**config.mk**
```make
export PLATFORM = sky130hd
export DESIGN_NAME = rra
export DESIGN_NICKNAME = d
export VERILOG_FILES = /design/src/rtl/rra_pkg.sv /design/src/rtl/rra_prio_pick.sv /design/src/rtl/rra.sv
export SDC_FILE = /design/constraint.sdc
export NUM_CORES = 1
export LEC_CHECK = 0
export CORE_AREA = 2 2 39 41
export CTS_BUF_LIST = sky130_fd_sc_hd__clkbuf_4 sky130_fd_sc_hd__clkbuf_8 sky130_fd_sc_hd__clkbuf_16
export DETAILED_ROUTE_END_ITERATION = 12
export DIE_AREA = 0 0 41 43
export MAX_ROUTING_LAYER = met4
export PLACE_DENSITY_LB_ADDON = 0.08
export SLEW_MARGIN = 0
export SYNTH_ARGS = -nofsm -noshare
export SYNTH_HDL_FRONTEND = slang
export SYNTH_SLANG_ARGS = --single-unit
```
**constraint.sdc**
```tcl
create_clock -name clk -period 2.3 [get_ports clk]
set_input_delay 0.23 -clock clk [delete_from_list [all_inputs] [get_ports clk]]
set_output_delay 0.23 -clock clk [all_outputs]
set_load 0.02 [all_outputs]
```
**src/rtl/rra_pkg.sv**
```systemverilog
// Shared definitions for the round-robin arbiter: default size, clog2 helper, grant type.
// Latency: n/a (declarations only).
// Backpressure: n/a.
package rra_pkg;

  localparam int RRA_N_DEFAULT = 4;

  // One-hot grant vector at the default requester count.
  typedef logic [RRA_N_DEFAULT-1:0] rra_gnt_t;

  // Ceiling log2 with a floor of 1, so a pointer is never zero bits wide.
  function automatic int clog2(input int v);
    int r;
    r = 1;
    for (int i = 1; i < 31; i++) begin
      if ((1 << i) < v) r = i + 1;
    end
    return r;
  endfunction

endpackage

```
**src/rtl/rra_prio_pick.sv**
```systemverilog
// Rotating-priority picker: first set req bit searching upward from ptr with wrap.
// Latency: purely combinational.
// Backpressure: none; the result is consumed by the caller's registers.
//
// Ports:
//   req        in   N   request vector
//   ptr        in   PW  index of the highest-priority requester
//   gnt_onehot out  N   one-hot winner, zero when no request
//   gnt_idx    out  PW  index of the winner (0 when no request)
//   any_req    out  1   at least one request bit set
module rra_prio_pick
  import rra_pkg::*;
#(
  parameter int N  = RRA_N_DEFAULT,
  parameter int PW = clog2(N)
) (
  input  logic [N-1:0]  req,
  input  logic [PW-1:0] ptr,
  output logic [N-1:0]  gnt_onehot,
  output logic [PW-1:0] gnt_idx,
  output logic          any_req
);

  localparam logic [PW:0] NW = (PW+1)'(N);

  logic [2*N-1:0] dbl;
  logic [N-1:0]   rot;
  logic [PW-1:0]  first;
  logic [PW:0]    sum;

  always_comb begin
    // Rotate the request vector so that bit 0 of rot is requester ptr;
    // the lowest set bit of rot is then the winner's offset from ptr.
    dbl   = {req, req} >> ptr;
    rot   = dbl[N-1:0];
    first = '0;
    for (int i = N - 1; i >= 0; i--) begin
      if (rot[i]) first = PW'(i);
    end

    // Map the offset back to an absolute index, modulo N.
    sum = {1'b0, ptr} + {1'b0, first};
    if (sum >= NW) sum = sum - NW;

    any_req    = |req;
    gnt_idx    = any_req ? sum[PW-1:0] : '0;
    gnt_onehot = any_req ? ({{(N-1){1'b0}}, 1'b1} << gnt_idx) : '0;
  end

endmodule

```
**src/rtl/rra.sv**
```systemverilog
// Round-robin arbiter: one registered one-hot grant per clock, last winner drops to lowest priority.
// Latency: req sampled at edge t appears on granto after edge t; no req->granto comb path.
// Backpressure: none; arbitration repeats every cycle with no hold or lock.
//
// Ports:
//   clk     in   1  clock
//   rst     in   1  asynchronous active-low reset (clears granto, ptr -> 0)
//   req     in   N  request vector
//   granto  out  N  registered grant, one-hot or zero
module rra
  import rra_pkg::*;
#(
  parameter int N = RRA_N_DEFAULT
) (
  input  logic         clk,
  input  logic         rst,
  input  logic [N-1:0] req,
  output logic [N-1:0] granto
);

  localparam int            PW   = clog2(N);
  localparam logic [PW-1:0] LAST = PW'(N - 1);

  logic [PW-1:0] ptr;
  logic [PW-1:0] ptr_nxt;
  logic [N-1:0]  gnt_onehot;
  logic [PW-1:0] gnt_idx;
  logic          any_req;

  rra_prio_pick #(
    .N  (N),
    .PW (PW)
  ) u_pick (
    .req        (req),
    .ptr        (ptr),
    .gnt_onehot (gnt_onehot),
    .gnt_idx    (gnt_idx),
    .any_req    (any_req)
  );

  // Winner's successor becomes highest priority; N-1 wraps to 0.
  assign ptr_nxt = (gnt_idx == LAST) ? '0 : gnt_idx + PW'(1);

  always_ff @(posedge clk or negedge rst) begin
    if (!rst) begin
      ptr    <= '0;
      granto <= '0;
    end else if (any_req) begin
      ptr    <= ptr_nxt;
      granto <= gnt_onehot;
    end else begin
      // Idle cycle: no grant, priority pointer holds.
      granto <= '0;
    end
  end

endmodule

```
==> summary.md, run 1 <==
| Metric | Value |
|---|---|
| Cell Rows | `14` |
| Skew-Pair Late Insertion Delay | `~240 ps` |
| Fraction of the mapped netlist area in adder cells | `~12%` |
| Die area | `approximately 1800 µm²` |
| Post-DP HPWL | `857 µm` |
| Area of the core | `about 1400 µm²` |
| Hold Path Class | `input port to async pin` |
| Slew @ Worst Pin | `~300 ps` |
| WS Path Type | `input port to flip-flop` |
| # IOs | `10` |
| H-tree depth | `1` |
| Highest metal used | `met3` |
| Power per Cell Area | `between 1000 and 1500 nW/µm²` |
| GRT Residual Overflow | `0` |
| Fmax | `approximately 450 MHz` |
| P&R area growth vs syn | `50.2%` |
| Final worst path period need | `around 2200 ps` |
| CP Capture Type | `flip-flop` |
| WL per Instance | `about 11 µm` |
| Netlist cell types | `31` |
| Detail Route Antenna Nets | `0` |
| Synth warn | `0` |
| Final Non-Filler Cells | `91` |
| Die width | `a little over 40 µm` |
| CTS Buf Count | `3` |
| Ant. Diodes | `0` |
| Port Buffers | `9` |
| Reg2Reg Depth | `8` |
| Max Slew Vio Count | `0` |
| Share of post-route cells with drive strength above 1 | `about 43%` |
| Mux cell area share after synthesis | `about 9.0%` |
| Maximum buffer depth of the clock tree | `2` |
| Skew final | `0.459 ps` |
| MaxCap Viol Count | `0` |
| Leak | `about 0.38 nW` |
| Initial antenna violation count | `0` |
| CTS tree | `yes` |
| Status | `complete, no violations` |
| Clock transition at path regs | `around 40 ps` |
| Period utilization | `96.8%` |
| Initial core utilization | `between 30 and 40%` |
| # placed instances | `86` |
| Syn Nets | `60` |
| Setup Viol. Count Final | `0` |
| Unrepaired setup endpoints after global routing | `true` |
| NumNets Final | `88` |
| Reg-to-Reg End | `ptr[1]` |
| Largest family of logic cells by synthesized area | `simple AND/OR/NAND/NOR gates` |
| Post-Place Cell Area | `721 µm²` |
| Area fraction in and, or, nand and nor cells after synthesis | `about a quarter` |
| Commonest cells after routing, fill and taps aside | `17 x buf_4, 5 x dfrtp_1, 5 x clkdlybuf4s50_1` |
| FILL cells | `about 110` |
| Area share of xor/xnor cells in the synthesized design | `about 1.7%` |
| Post-Route WL | `between 1000 and 1500 µm` |
| Critical path fanouts, max | `5` |
| Setup tns final | `0 ps` |
| Critical path startpoint category | `input port` |
| DR vias | `462` |
| Reg-to-reg critical path startpoint | `ptr[0]` |
| Sequential fraction of the synthesis area | `between 20% and 30%` |
| Power Total | `roughly 1.1 mW` |
| Iteration-0 DRC Markers | `6` |
| TritonCTS sink count | `6` |
| Finished Core Util | `a little under three fifths` |
| Tot GR Track Use | `about 14%` |
| Post-Syn Area per Cell | `roughly 11 µm²` |
| Vias in the first global route | `between 400 and 500` |
| Post-synthesis sequential element count | `6` |
| GPL Wtd Cong | `between 0.6 and 0.7` |
| Count of final hold-check violations | `0` |
| Compound-gate portion of the synthesized area | `roughly 16%` |
| Critical Path Sink | `ptr[1]` |
| Critical path origin | `req[1]` |
| Die H | `43 µm` |
| Most common cell after layout, fill and taps aside | `buf_4` |
| Netlist Area Pre-Place | `515 µm²` |
| Slew headroom | `between 70% and 80%` |
| Via-to-Cell Ratio | `around 5.1` |
| Root Driver | `clkbuf_4` |
| Residual DRC | `0` |
| Pin count of the biggest net entering global routing | `8` |
| Cell area after layout | `about 770 µm²` |
| Pre-antenna DRT Iters | `3` |
| Worst VDD drop | `between 0.4 and 0.5 mV` |
| Met3 wire length | `25 µm` |
| Reg-to-reg setup timing slack | `~90 ps` |
| CP Data Required Time | `2420 ps` |
| WL met2 | `~660 µm` |
| Syn Inst Count | `49` |
| DRT met1 WL | `approximately 360 µm` |
| Global-route wire length before repair | `approximately 1700 µm` |
| CTS Hold Bufs | `0` |
| Crit path DAT | `approximately 2400 ps` |
==> logic make-up after synthesis <==
kind of cell,count (synthesis)
multiplexers,4
AND/OR/NAND/NOR,19
adder cells (fa/ha/maj),5
AO/OA/AOI/OAI,8
flip-flops,6
XOR/XNOR,1
buffers and inverters,6
==> worst max-delay path, stage by stage <==
cell and delay, ps:
dlygate4sd2_1 300, nor2_1 80, or4_1 510, nand3_1 110, ha_2 200, xnor2_2 130
nor2_1 80, mux2i_1 200, ha_1 260, mux2_2 250
==> worst min path at each step <==
stage,end,slack [ps]
after detailed placement,granto[0],490
after floorplan,granto[0],-70
after global routing,granto[1],240
after CTS,granto[1],230
final,granto[1],230
after global placement,granto[1],480
==> registers in the layout, indices dropped and copies added (netlist names) <==
register,cells
ptr,2
granto,4
==> through the flow <==
step,worst slack (ps),hold slack [ps]
after detailed placement,-327,492
after floorplan,37.1,-65.6
after CTS,24.5,226
after global placement,-258,478
after global routing,-34.9,239
final,73.4,232
==> cells in the mapped netlist (all sizes together) <==
cell     number  area share [%]
nor2b         1             1.2
a21oi         1            0.97
nand2b        2             3.9
nor4b         1             2.9
a22o          1             1.7
dfrtp         6              29
o22ai         1             1.2
a211oi        1             2.4
a2111oi       1             5.3
inv           3             2.2
o211ai        1             1.5
xnor2         1             1.7
clkbuf        1            0.97
nor4          1             2.4
ha            5              12
nand2         1            0.73
or2b          2             2.9
and2b         4             5.8
mux2i         2             3.9
o311ai        1             1.7
o21ai         1            0.97
mux2          2             5.1
nand3b        1             1.5
nand3         1            0.97
nor2          4             2.9
buf           2             2.4
or4           1             1.5
==> per-layer routing <==
| layer | global-route usage (%) | vias to the layer above |
|---|---|---|
| met4 | 10.0 | 0 |
| met3 | 1.57 | 0 |
| met5 | - | - |
| li1 | - | 224 |
| met2 | 26.9 | 10 |
| met1 | 11.8 | 228 |
==> layout make-up <==
class	count	area (µm²)	share of cell area [%]
inverter	3	11.3	1.45
timing repair buffer	26	216	27.9
multi-input combinational	37	353	45.6
tap	16	20.0	2.58
clock buffer	3	22.5	2.91
sequential	6	151	19.5
==> repair_timing <==
action,4_1_cts,5_1_grt
buffers inserted,1,1
pin swaps,0,8
setup endpoints to repair,1,3
resized for setup,4,6
==> power by group <==
group,internal (mW),switching [mW]
registers,0.162,0.0465
logic,0.459,0.304
clock network,0.0589,0.0360
Note: power is estimated with default switching activity, not from simulation.
==> run 2, diff against run 1 <==
--- a/config.mk
+++ b/config.mk
@@ -5,10 +5,10 @@
 export SDC_FILE = /design/constraint.sdc
 export NUM_CORES = 1
 export LEC_CHECK = 0
-export CORE_AREA = 2 2 39 41
+export CORE_MARGIN = 2
+export CORE_UTILIZATION = 36
 export CTS_BUF_LIST = sky130_fd_sc_hd__clkbuf_4 sky130_fd_sc_hd__clkbuf_8 sky130_fd_sc_hd__clkbuf_16
 export DETAILED_ROUTE_END_ITERATION = 12
-export DIE_AREA = 0 0 41 43
 export MAX_ROUTING_LAYER = met4
 export PLACE_DENSITY_LB_ADDON = 0.08
 export SLEW_MARGIN = 0
==> summary.md, run 2 (synthesis gave the netlist of run 1 again) <==
| Metric | Value |
|---|---|
| Status | `complete, no violations` |
| Finished Core Util | `60.4% (+4.4 points)` |
| Crit path DAT | `2350 ps (about the same)` |
| Clock transition at path regs | `50 ps (about the same)` |
| Final worst path period need | `2220 ps (-2.06 ps)` |
| TritonCTS sink count | `6 (unchanged)` |
| Initial core utilization | `39.1% (+1.9 points)` |
| Post-Place Cell Area | `704 µm² (-2.3%)` |
| Detail Route Antenna Nets | `0 (unchanged)` |
| Root Driver | `clkbuf_4` |
| Iteration-0 DRC Markers | `2 (-4)` |
| Power per Cell Area | `1480 nW/µm² (+7.1%)` |
| Internal power | `0.734 mW (+7.9%)` |
| Combinational power share | `75.0% (+3.5 points)` |
| Reg-to-reg critical path startpoint | `ptr[0]` |
| Skew final | `0.446 ps (-0.0125 ps)` |
| Commonest cells after routing, fill and taps aside | `14 x buf_4, 5 x dfrtp_1, 5 x clkdlybuf4s50_1` |
| Via-to-Cell Ratio | `5.06 (-0.38%)` |
| CTS Buf Count | `3 (unchanged)` |
| Area of the core | `1320 µm² (-4.8%)` |
| Critical path startpoint category | `flip-flop` |
| Seq pwr share | `16.8% (-2.8 points)` |
| CP Capture Type | `flip-flop` |
| Cell Rows | `13 (-1)` |
| Share of post-route cells with drive strength above 1 | `43.1% (+0.39 points)` |
| Skew-Pair Late Insertion Delay | `240 ps (about the same)` |
| Reg-to-Reg End | `ptr[1]` |
| Max reg flops | `4 (unchanged)` |
| DR vias | `440 (-4.8%)` |
| Worst VDD drop | `0.988 mV (+110%)` |
| Switching share of power | `37.5% (+1.2 points)` |
| CTS tree | `yes` |
| Clock network fraction of total power | `8.2% (-0.7 points)` |
| Min Hold Slack | `235 ps (+3.72 ps)` |
| # IOs | `10 (unchanged)` |
| NumNets Final | `85 (-3.4%)` |
| Residual DRC | `0 (unchanged)` |
| Reg-to-reg setup timing slack | `80 ps (about the same)` |
| Die area | `1750 µm² (-0.70%)` |
| CTS Hold Bufs | `0 (unchanged)` |
| Pre-CTS setup slack | `-270 ps (+56.9 ps)` |
| Final Non-Filler Cells | `87 (-4.4%)` |
| Slew headroom | `77.3% (-2.7 points)` |
| FILL cells | `104 (-8.0%)` |
| Hold Path Class | `input port to async pin` |
| Pre-antenna DRT Iters | `4 (+1)` |
| Global-route wire length before repair | `1800 µm (+7.8%)` |
| Cell area after layout | `796 µm² (+2.7%)` |
| Post-Route WL | `1130 µm (+8.9%)` |
| Net Switching | `0.440 mW (+14%)` |
| H-tree depth | `1 (unchanged)` |
| Die H | `41.8 µm (-2.7%)` |
| Setup Viol. Count Final | `0 (unchanged)` |
| Port Buffers | `9 (unchanged)` |
| MaxCap Viol Count | `0 (unchanged)` |
| Vias in the first global route | `424 (-4.9%)` |
| Critical path fanouts, max | `7 (+2)` |
| Leak | `0.393 nW (+3.3%)` |
| Die width | `41.8 µm (+2.0%)` |
| Period utilization | `96.7% (about the same)` |
| GPL Wtd Cong | `0.705 (+6.4%)` |
| Post-DP HPWL | `875 µm (+2.1%)` |
| Final worst slack | `75.4 ps (+2.06 ps)` |
| Fmax | `450 MHz (about the same)` |
| Largest Register | `granto` |
| Maximum buffer depth of the clock tree | `2 (unchanged)` |
| Reg2Reg Depth | `8 (unchanged)` |
| GRT Residual Overflow | `0 (unchanged)` |
| # placed instances | `83 (-3.5%)` |
| Tot GR Track Use | `13.9% (-0.54 points)` |
| Pin count of the biggest net entering global routing | `8 (unchanged)` |
| Slew @ Worst Pin | `338 ps (+39.9 ps)` |
| Most common cell after layout, fill and taps aside | `buf_4` |
| CP Data Required Time | `2420 ps (about the same)` |
| Ant. Diodes | `0 (unchanged)` |
| WS Path Type | `flip-flop to flip-flop` |
| Count of final hold-check violations | `0 (unchanged)` |
| Top flop regs | `granto (4), ptr (2)` |
| Critical path origin | `ptr[0]` |
| Max Slew Vio Count | `0 (unchanged)` |
| P&R area growth vs syn | `54.4%` |
| Initial antenna violation count | `0 (unchanged)` |
| WL per Instance | `13.0 µm (+14%)` |
-- run 2: cell types whose count changed in the layout (fill, tap and decap cells not counted), sizes merged --
cell          change
buf               -3
dlygate4sd2       -2
dlymetal6s2s      +2
-- run 2: worst max-delay path by stage --
| stage | end | slack (ps) | cells past startpoint |
|---|---|---|---|
| after floorplan | ptr[1] | 40 | 9 |
| after global routing | ptr[1] | -20 | 8 |
| after detailed placement | ptr[1] | -270 | 10 |
| after CTS | ptr[1] | 0.3 | 9 |
| final | ptr[1] | 80 | 8 |
| after global placement | ptr[1] | -200 | 10 |
-- run 2: worst max-delay path: stages (launching register included) --
cell and delay [ps]:
dfrtp_2 440, or4_4 510, nand3_4 80, ha_4 160, xnor2_4 120, nor2_2 60
mux2i_1 200, ha_1 270, mux2_4 270
-- run 2: metal layers --
layer | global-route usage, % | up-vias | part of all wire [%]
li1 | - | 219 | -
met1 | 15.6 | 213 | 44
met2 | 23.8 | 8 | 53
met3 | 4.35 | 0 | 3.0
met4 | 3.87 | 0 | 0
met5 | - | - | 0
-- run 2: power by group through the flow --
stage	combinational (mW)	clock (mW)	sequential (mW)
after floorplan	0.407	0	0.209
after global placement	0.665	0	0.189
after detailed placement	0.696	0	0.196
after CTS	0.769	0.0979	0.194
after global routing	0.963	0.111	0.205
final	0.881	0.0962	0.197
-- run 2: stage by stage --
stage	total power [mW]	TNS, ps
after floorplan	0.616	0
after global placement	0.854	-399
after detailed placement	0.892	-655
after CTS	1.06	0
after global routing	1.28	-21.4
final	1.17	0
-- run 2: cell type report --
class | instances | area (µm²) | area share (%)
multi-input combinational | 37 | 390 | 49.1
sequential | 6 | 151 | 19.0
tap | 15 | 18.8 | 2.36
timing repair buffer | 23 | 201 | 25.3
inverter | 3 | 11.3 | 1.42
clock buffer | 3 | 22.5 | 2.83
-- run 2: repair_timing --
item	4_1_cts	5_1_grt
pin swaps	0	4
gates resized for setup	3	13
buffers inserted	1	0
endpoints found under the hold margin	0	0
setup endpoints to repair	1	4
